==> config.mk <==
export PLATFORM = sky130hd
export DESIGN_NAME = fetch_queue
export DESIGN_NICKNAME = d
export VERILOG_FILES = /design/src/rtl/fetch_pkg.sv /design/src/rtl/fq_storage.sv /design/src/rtl/fetch_queue.sv
export SDC_FILE = /design/constraint.sdc
export NUM_CORES = 1
export LEC_CHECK = 0
export ABC_CLOCK_PERIOD_IN_PS = 5100
export CORE_MARGIN = 3
export CORE_UTILIZATION = 30
export CTS_BUF_LIST = sky130_fd_sc_hd__clkbuf_8 sky130_fd_sc_hd__clkbuf_16
export CTS_CLUSTER_DIAMETER = 150
export DETAILED_ROUTE_END_ITERATION = 8
export MAX_ROUTING_LAYER = met4
export PLACE_DENSITY = 0.47
export SLEW_MARGIN = 20
export SYNTH_ARGS = -nofsm -noshare
export SYNTH_HDL_FRONTEND = slang
export SYNTH_SLANG_ARGS = --single-unit
==> constraint.sdc <==
create_clock -name clk -period 5.1 [get_ports clk]
set_input_delay 1.02 -clock clk [delete_from_list [all_inputs] [get_ports clk]]
set_output_delay 1.02 -clock clk [all_outputs]
set_load 0.02 [all_outputs]
==> src/rtl/fetch_pkg.sv <==
// Shared defaults and entry type for the instruction prefetch queue.
// The optional FETCH_QUEUE_BYPASS_EN feature is selected in fetch_queue.sv.
package fetch_pkg;

    localparam int FQ_DEPTH   = 4;
    localparam int FQ_ADDR_W  = 6;
    localparam int FQ_INSTR_W = 32;
    localparam int FQ_PTR_W   = $clog2(FQ_DEPTH);

    typedef struct packed {
        logic [FQ_INSTR_W-1:0] instr;
        logic [FQ_ADDR_W-1:0]  pc;
    } fq_entry_t;

endpackage

==> src/rtl/fq_storage.sv <==
// Circular entry RAM for the fetch queue: one write port at the tail, one
// asynchronous read port at the head. Pointers and count live in the parent.
module fq_storage #(
    parameter int DEPTH = fetch_pkg::FQ_DEPTH,
    parameter int WIDTH = fetch_pkg::FQ_INSTR_W + fetch_pkg::FQ_ADDR_W,
    parameter int PTR_W = $clog2(DEPTH)
) (
    input  logic             clk,
    input  logic             reset,
    input  logic             wr_en,
    input  logic [PTR_W-1:0] wr_ptr,
    input  logic [WIDTH-1:0] wr_data,
    input  logic [PTR_W-1:0] rd_ptr,
    output logic [WIDTH-1:0] rd_data
);

    logic [WIDTH-1:0] mem [DEPTH];

    always_ff @(posedge clk or negedge reset) begin
        if (!reset) begin
            for (int i = 0; i < DEPTH; i++) mem[i] <= '0;
        end else if (wr_en) begin
            mem[wr_ptr] <= wr_data;
        end
    end

    assign rd_data = mem[rd_ptr];

endmodule

==> src/rtl/fetch_queue.sv <==
// Instruction prefetch queue: owns the fetch PC, buffers DEPTH words, and
// hands them to the ALU over valid/ready. Define FETCH_QUEUE_BYPASS_EN for zero-latency forwarding.
module fetch_queue
    import fetch_pkg::*;
#(
    parameter int DEPTH   = FQ_DEPTH,
    parameter int ADDR_W  = FQ_ADDR_W,
    parameter int INSTR_W = FQ_INSTR_W
) (
    input  logic               clk,
    input  logic               reset,
    output logic [ADDR_W-1:0]  imem_addr,
    input  logic [INSTR_W-1:0] imem_data,
    input  logic               redirect,
    input  logic [ADDR_W-1:0]  redirect_pc,
    output logic               ins_valid,
    input  logic               ins_ready,
    output logic [INSTR_W-1:0] ins_data,
    output logic [ADDR_W-1:0]  ins_pc,
    output logic               full
);

    localparam int PTR_W   = $clog2(DEPTH);
    localparam int CNT_W   = PTR_W + 1;
    localparam int ENTRY_W = INSTR_W + ADDR_W;
    localparam logic [CNT_W-1:0] CNT_MAX = CNT_W'(DEPTH);

    logic [ADDR_W-1:0]  pc;
    logic [CNT_W-1:0]   count;
    logic [PTR_W-1:0]   head;
    logic [PTR_W-1:0]   tail;
    logic [ENTRY_W-1:0] rd_entry;
    logic [INSTR_W-1:0] head_instr;
    logic [ADDR_W-1:0]  head_pc;

    logic q_valid;
    logic bypass;
    logic pop;
    logic q_pop;
    logic bypass_take;
    logic push;
    logic advance;

    fq_storage #(
        .DEPTH (DEPTH),
        .WIDTH (ENTRY_W),
        .PTR_W (PTR_W)
    ) u_storage (
        .clk     (clk),
        .reset   (reset),
        .wr_en   (push),
        .wr_ptr  (tail),
        .wr_data ({imem_data, pc}),
        .rd_ptr  (head),
        .rd_data (rd_entry)
    );

    assign head_instr = rd_entry[ENTRY_W-1 -: INSTR_W];
    assign head_pc    = rd_entry[ADDR_W-1:0];
    assign q_valid    = (count != '0);

`ifdef FETCH_QUEUE_BYPASS_EN
    // Empty queue: present the word being fetched this cycle directly.
    assign bypass    = !q_valid && !redirect;
    assign ins_valid = q_valid | bypass;
    assign ins_data  = q_valid ? head_instr : (bypass ? imem_data : '0);
    assign ins_pc    = q_valid ? head_pc    : (bypass ? pc        : '0);
`else
    assign bypass    = 1'b0;
    assign ins_valid = q_valid;
    assign ins_data  = q_valid ? head_instr : '0;
    assign ins_pc    = q_valid ? head_pc    : '0;
`endif

    assign pop         = ins_valid & ins_ready;
    assign q_pop       = pop & q_valid;
    assign bypass_take = bypass & ins_ready;
    // A full queue still fetches when the head leaves in the same cycle.
    assign push        = !redirect && ((count < CNT_MAX) || q_pop) && !bypass_take;
    assign advance     = push | bypass_take;

    assign imem_addr = pc;
    assign full      = (count == CNT_MAX);

    always_ff @(posedge clk or negedge reset) begin
        if (!reset) begin
            pc    <= '0;
            count <= '0;
            head  <= '0;
            tail  <= '0;
        end else if (redirect) begin
            pc    <= redirect_pc;
            count <= '0;
            head  <= '0;
            tail  <= '0;
        end else begin
            if (push)    tail <= tail + PTR_W'(1);
            if (q_pop)   head <= head + PTR_W'(1);
            if (advance) pc   <= pc + ADDR_W'(1);
            case ({push, q_pop})
                2'b10:   count <= count + CNT_W'(1);
                2'b01:   count <= count - CNT_W'(1);
                default: count <= count;
            endcase
        end
    end

endmodule

==> reports/results.txt, run 1 <==
outcome -> finished, final reports clean
core area -> 24750 um2
# port buffers -> 87
Via-to-Cell Ratio -> 4.809
# rows -> 57
clock skew -> 0.01162 ns
fmax -> 257.5 MHz
CTS root buffer -> clkbuf_16
Final HPWL DP -> 10500 um
warnings from Yosys -> 0
Fin. Hold Viols -> 0
Pleak -> 3.763 nW
initial antenna violation count -> 0
max-slew headroom at the worst pin -> 46.31%
hold buffers post-CTS -> 0
critical path capture point type -> output port
Hold Crit Class -> flop to flop
Power Dens Cells -> 636.1 nW/um2
Mapped Area -> 7694 um2
total I/O pin count -> 88
Die Ht -> 166.1 um
sequential-to-total area share from yosys stat -> 53.67%
Final ANT Viol Nets -> 0
CP Data Arrival Time -> 2.86 ns
total chip power -> 5.972 mW
Final TNS setup -> 0 ns
Syn Nets -> 540
count of different cell masters after synthesis -> 34
reg-to-reg setup timing slack -> 2.92 ns
Initial Utilization -> 31.09%
DRC viols -> 0
number of setup buffers added after CTS -> 0
Worst IR Drop VDD -> 0.2342 mV
final RePlAce weighted congestion -> 0.7050
clock tree buffer depth -> 2
share of layout cells above drive strength 1 -> 40.10%
maxcap violations -> 0
CTS Buf Count -> 17
CTS tree -> done
vias in the first global route -> 4984
part of the cycle the worst path needs -> 76.14%
remaining global-route overflow -> 0
Post-Place Cell Area -> 8781 um2
commonest cells after routing, fill and taps aside -> dfrtp_1, mux2_2, clkdlybuf4s50_1, mux4_2, and2_1
DP Worst Slack -> 1.570 ns
commonest non-fill, non-tap cell in the layout -> dfrtp_1
via count of the routed design -> 4352
clock latency on the worst-skew pair -> 0.42 ns
min Tclk post-route -> 3.883 ns
H-tree lvl count -> 4
post-layout net count -> 617
post-synthesis register bit count -> 165
Tightest Pin Transition -> 0.8053 ns
Cells after Synth -> 492
global-route wire length before repair -> 28580 um
WL/cell -> 19.60 um
GRT Overall Usage -> 13.74%
worst-case setup margin in the final layout -> 1.217 ns
overall routed net length -> 17740 um
Resize count post-CTS -> 0
Iter 0 DRT Violations -> 236
fin area -> 9388 um2
Die Span X -> 166.1 um
Clock transition at path regs -> 0.06 ns
fin. max-slew vios -> 0
final setup fails -> 0
RSZ-0062 raised after global routing -> false
Final Core Density -> 37.93%
CP Launch Type -> flop
DIE AREA -> 27600 um2
final antenna diode count -> 0
CP required -> 4.08 ns
Critical Path Fanout Max -> 22
Crit Path Class -> flop to output port
Syn Area/Cell -> 15.64 um2
pin count of the biggest net entering global routing -> 73
DRT Pass-1 Iters -> 4
clock sink count -> 165
Area Growth Syn to Fin -> 22.02%
[cells by family after synthesis]
| logic type | share of synthesized area [%] |
|---|---|
| mux | 34.48 |
| flops | 53.67 |
| simple gates | 5.302 |
| buf+inv | 3.399 |
| compound gates | 1.626 |
| fa+ha+maj | 1.073 |
| xor+xnor | 0.4554 |
[metrics by stage]
| step | hold slack (ns) | cells |
|---|---|---|
| floorplan | 0.4751 | 492 |
| CTS | 0.5052 | 905 |
| finish | 0.5026 | 905 |
| global placement | 0.4843 | 874 |
| global route | 0.5110 | 905 |
| detailed placement | 0.4875 | 874 |
[state kept, by name (all words and copies together), names as in the netlist]
signal	flops
imem_addr	6
head	2
count	3
tail	2
u_storage.mem	152
[where the power goes]
part           switching, mW  leakage [nW]  internal (mW)
Sequential             0.374          1.97           1.92
Combinational          0.942          1.49           1.42
Clock                  0.522         0.297          0.794
[cell usage after synthesis]
cell type  number  area [um2]
a21oi_1         4       20.02
o311ai_0        1       8.760
o311a_1         1       10.01
nand3b_1        1       7.510
dfrtp_1       165        4129
mux2_2        132        1486
a211o_2         1       10.01
xor2_1          2       17.52
or4_1           2       15.01
clkbuf_1        9       33.78
nand3_1         2       10.01
xnor2_1         2       17.52
and2_1         38       237.7
ha_1            5       62.56
nor3_1          1       5.000
and2b_1         1       7.510
buf_2          11       55.05
mux2i_1         1       10.01
inv_1           5       18.77
nor2_1          9       33.78
nand2_1         7       26.28
o31ai_1         3       22.52
a31oi_1         3       18.77
buf_4           1       7.510
nor3b_1         1       7.510
mux2_4         20       300.3
nand2b_1        1       6.260
and3_4          4       45.04
fa_1            1       20.02
o21ai_0         5       25.02
or3_1           1       6.260
a221o_1         1       10.01
buf_6          13       146.4
mux4_2         38       855.8
[layout make-up]
class / instances / area (um2)
fill: 2296 / 15360
clock buffer: 19 / 452.9
clock inverter: 12 / 153.9
sequential: 165 / 4131
timing repair buffer: 92 / 922.1
tap: 324 / 405.4
inverter: 5 / 18.77
multi-input combinational: 288 / 3303
[worst max-delay path: stages (launching register included)]
cell,delay [ns]
dfrtp_2,0.84
buf_12,0.31
mux4_2,0.53
and2_1,0.19
clkdlybuf4s50_1,0.55
[layer usage]
| layer | vias up | GRT usage, % | wire (um) |
|---|---|---|---|
| met3 | 15 | 2.333 | 416 |
| li1 | 1952 | - | - |
| met2 | 70 | 22.52 | 8781 |
| met5 | - | - | 0 |
| met1 | 2315 | 17.55 | 8280 |
| met4 | 0 | 4.268 | 264 |
[final timing paths]
check	startpoint	to	depth (start not counted)
worst max-delay path	head[0]$_DFFE_PN0P_	ins_data[19]	4
worst min-delay path	u_storage.mem[60]$_DFFE_PN0P_	u_storage.mem[60]$_DFFE_PN0P_	1
worst max register to register	count[2]$_DFFE_PN0P_	u_storage.mem[69]$_DFFE_PN0P_	3
worst min register to register	u_storage.mem[60]$_DFFE_PN0P_	u_storage.mem[60]$_DFFE_PN0P_	1
max in group asynchronous	reset	u_storage.mem[22]$_DFFE_PN0P_	2
min in group asynchronous	reset	u_storage.mem[134]$_DFFE_PN0P_	1
(Power assumes the default switching activity.)
==> inputs of run 2 (changes only) <==
--- a/config.mk
+++ b/config.mk
@@ -5,7 +5,7 @@
 export SDC_FILE = /design/constraint.sdc
 export NUM_CORES = 1
 export LEC_CHECK = 0
-export ABC_CLOCK_PERIOD_IN_PS = 5100
+export ABC_CLOCK_PERIOD_IN_PS = 4000
 export CORE_MARGIN = 3
 export CORE_UTILIZATION = 30
 export CTS_BUF_LIST = sky130_fd_sc_hd__clkbuf_8 sky130_fd_sc_hd__clkbuf_16
==> constraint.sdc (replaced) <==
create_clock -name clk -period 4 [get_ports clk]
set_input_delay 0.8 -clock clk [delete_from_list [all_inputs] [get_ports clk]]
set_output_delay 0.8 -clock clk [all_outputs]
set_load 0.02 [all_outputs]
==> reports/results.txt, run 2 (same netlist as run 1, synthesis figures left out) <==
pin count of the biggest net entering global routing -> 103
Final TNS setup -> 0 ns
maxcap violations -> 0
GRT Overall Usage -> 13.69%
CP required -> 3.20 ns
# rows -> 57
Power Dens Cells -> 808.3 nW/um2
overall routed net length -> 17440 um
initial antenna violation count -> 0
Final HPWL DP -> 10360 um
via count of the routed design -> 4340
CTS root buffer -> clkbuf_16
multi-input logic area -> 3303 um2
CP Data Arrival Time -> 2.60 ns
Die Span X -> 166.1 um
Hold Crit Class -> input pin to async pin
Area Growth Syn to Fin -> 23.26%
number of setup buffers added after CTS -> 0
part of the cycle the worst path needs -> 85.04%
outcome -> finished, final reports clean
global-route wire length before repair -> 28650 um
post-layout net count -> 619
vias in the first global route -> 4916
worst r2r src -> count[2]$_DFFE_PN0P_
Final ANT Viol Nets -> 0
Biggest register -> u_storage.mem
Worst IR Drop VDD -> 0.3047 mV
clock latency on the worst-skew pair -> 0.42 ns
CP Cell Sequence -> buf_12 -> mux4_2 -> and2_1 -> clkdlybuf4s50_1
reg-to-reg setup timing slack -> 1.90 ns
DRT Pass-1 Iters -> 4
WL/cell -> 19.22 um
Crit Path Class -> flop to output port
CTS Buf Count -> 17
core area -> 24750 um2
fin. max-slew vios -> 0
fmax -> 294.0 MHz
remaining global-route overflow -> 0
# port buffers -> 87
final RePlAce weighted congestion -> 0.7466
RSZ-0062 raised after global routing -> false
total chip power -> 7.665 mW
Fill cells -> 2290
Clock transition at path regs -> 0.06 ns
Critical Path Fanout Max -> 15
hold buffers post-CTS -> 0
Fin. Hold Viols -> 0
reg2reg path depth -> 3
clock sink count -> 165
Iter 0 DRT Violations -> 254
max reg flops -> 152
Crit-path slowest cell -> dfrtp_2
Resize count post-CTS -> 0
DIE AREA -> 27600 um2
Tightest Pin Transition -> 0.7279 ns
share of layout cells above drive strength 1 -> 40.48%
clock tree buffer depth -> 2
commonest cells after routing, fill and taps aside -> dfrtp_1, mux2_2, clkdlybuf4s50_1, mux4_2, and2_1
clock skew -> 0.006463 ns
CP Launch Type -> flop
H-tree lvl count -> 4
DRC viols -> 0
min Tclk post-route -> 3.401 ns
Die Ht -> 166.1 um
critical path capture point type -> output port
Reg-to-Reg End -> u_storage.mem[97]$_DFFE_PN0P_
Reg area -> 4131 um2
max-slew headroom at the worst pin -> 51.47%
total I/O pin count -> 88
Via-to-Cell Ratio -> 4.785
commonest non-fill, non-tap cell in the layout -> dfrtp_1
Pleak -> 3.797 nW
Initial Utilization -> 31.09%
final antenna diode count -> 0
max incr delay on CP -> 0.64 ns
final setup fails -> 0
CTS tree -> done
-- run 2: per-layer routing --
metal	vias to the layer above	GRT usage (%)	wire length, um
met4	0	3.291	163
met3	9	3.023	508
met5	-	-	0
met1	2312	17.28	8016
li1	1946	-	-
met2	73	22.62	8748
-- run 2: cell type report --
type | count | share of cell area (%)
Sequential cell | 165 | 43.57
Multi-Input combinational cell | 288 | 34.83
Timing Repair Buffer | 94 | 10.62
Clock buffer | 20 | 4.922
Tap cell | 324 | 4.275
Clock inverter | 11 | 1.583
Inverter | 5 | 0.1979
-- run 2: power by group --
part	internal (mW)	leakage [nW]	switching, mW
logic	1.83	1.53	1.23
clock network	1.03	0.298	0.672
registers	2.45	1.97	0.447
-- run 2: critical path, delay by kind of cell (launching register included) --
kind                   cells  cell delay, ns
multiplexers               1            0.54
buffers and inverters      2            0.81
flip-flops                 1            0.64
AND/OR/NAND/NOR            1            0.20
-- run 2: worst max path at each step --
stage | slack [ns] | cells after the start | endpoint | startpoint
detailed placement | 0.78 | 4 | u_storage.mem[95]$_DFFE_PN0P_ | redirect
CTS | 0.52 | 4 | ins_pc[5] | head[0]$_DFFE_PN0P_
global route | 0.43 | 4 | ins_pc[5] | head[0]$_DFFE_PN0P_
finish | 0.60 | 4 | ins_pc[5] | head[0]$_DFFE_PN0P_
global placement | 0.87 | 4 | u_storage.mem[87]$_DFFE_PN0P_ | redirect
floorplan | 1.74 | 4 | ins_data[0] | head[0]$_DFFE_PN0P_
-- run 2: per-stage QoR --
stage	instance area, um2	setup WS (ns)	std cells	util, %	hold WS [ns]
final	9483	0.5986	907	38.32	0.2615
after global routing	9483	0.4347	907	38.32	0.2602
after global placement	8838	0.8662	875	35.71	0.4839
after CTS	9455	0.5169	906	38.21	0.5074
after floorplan	7694	1.742	492	-	0.4751
after detailed placement	8838	0.7841	875	35.71	0.4907
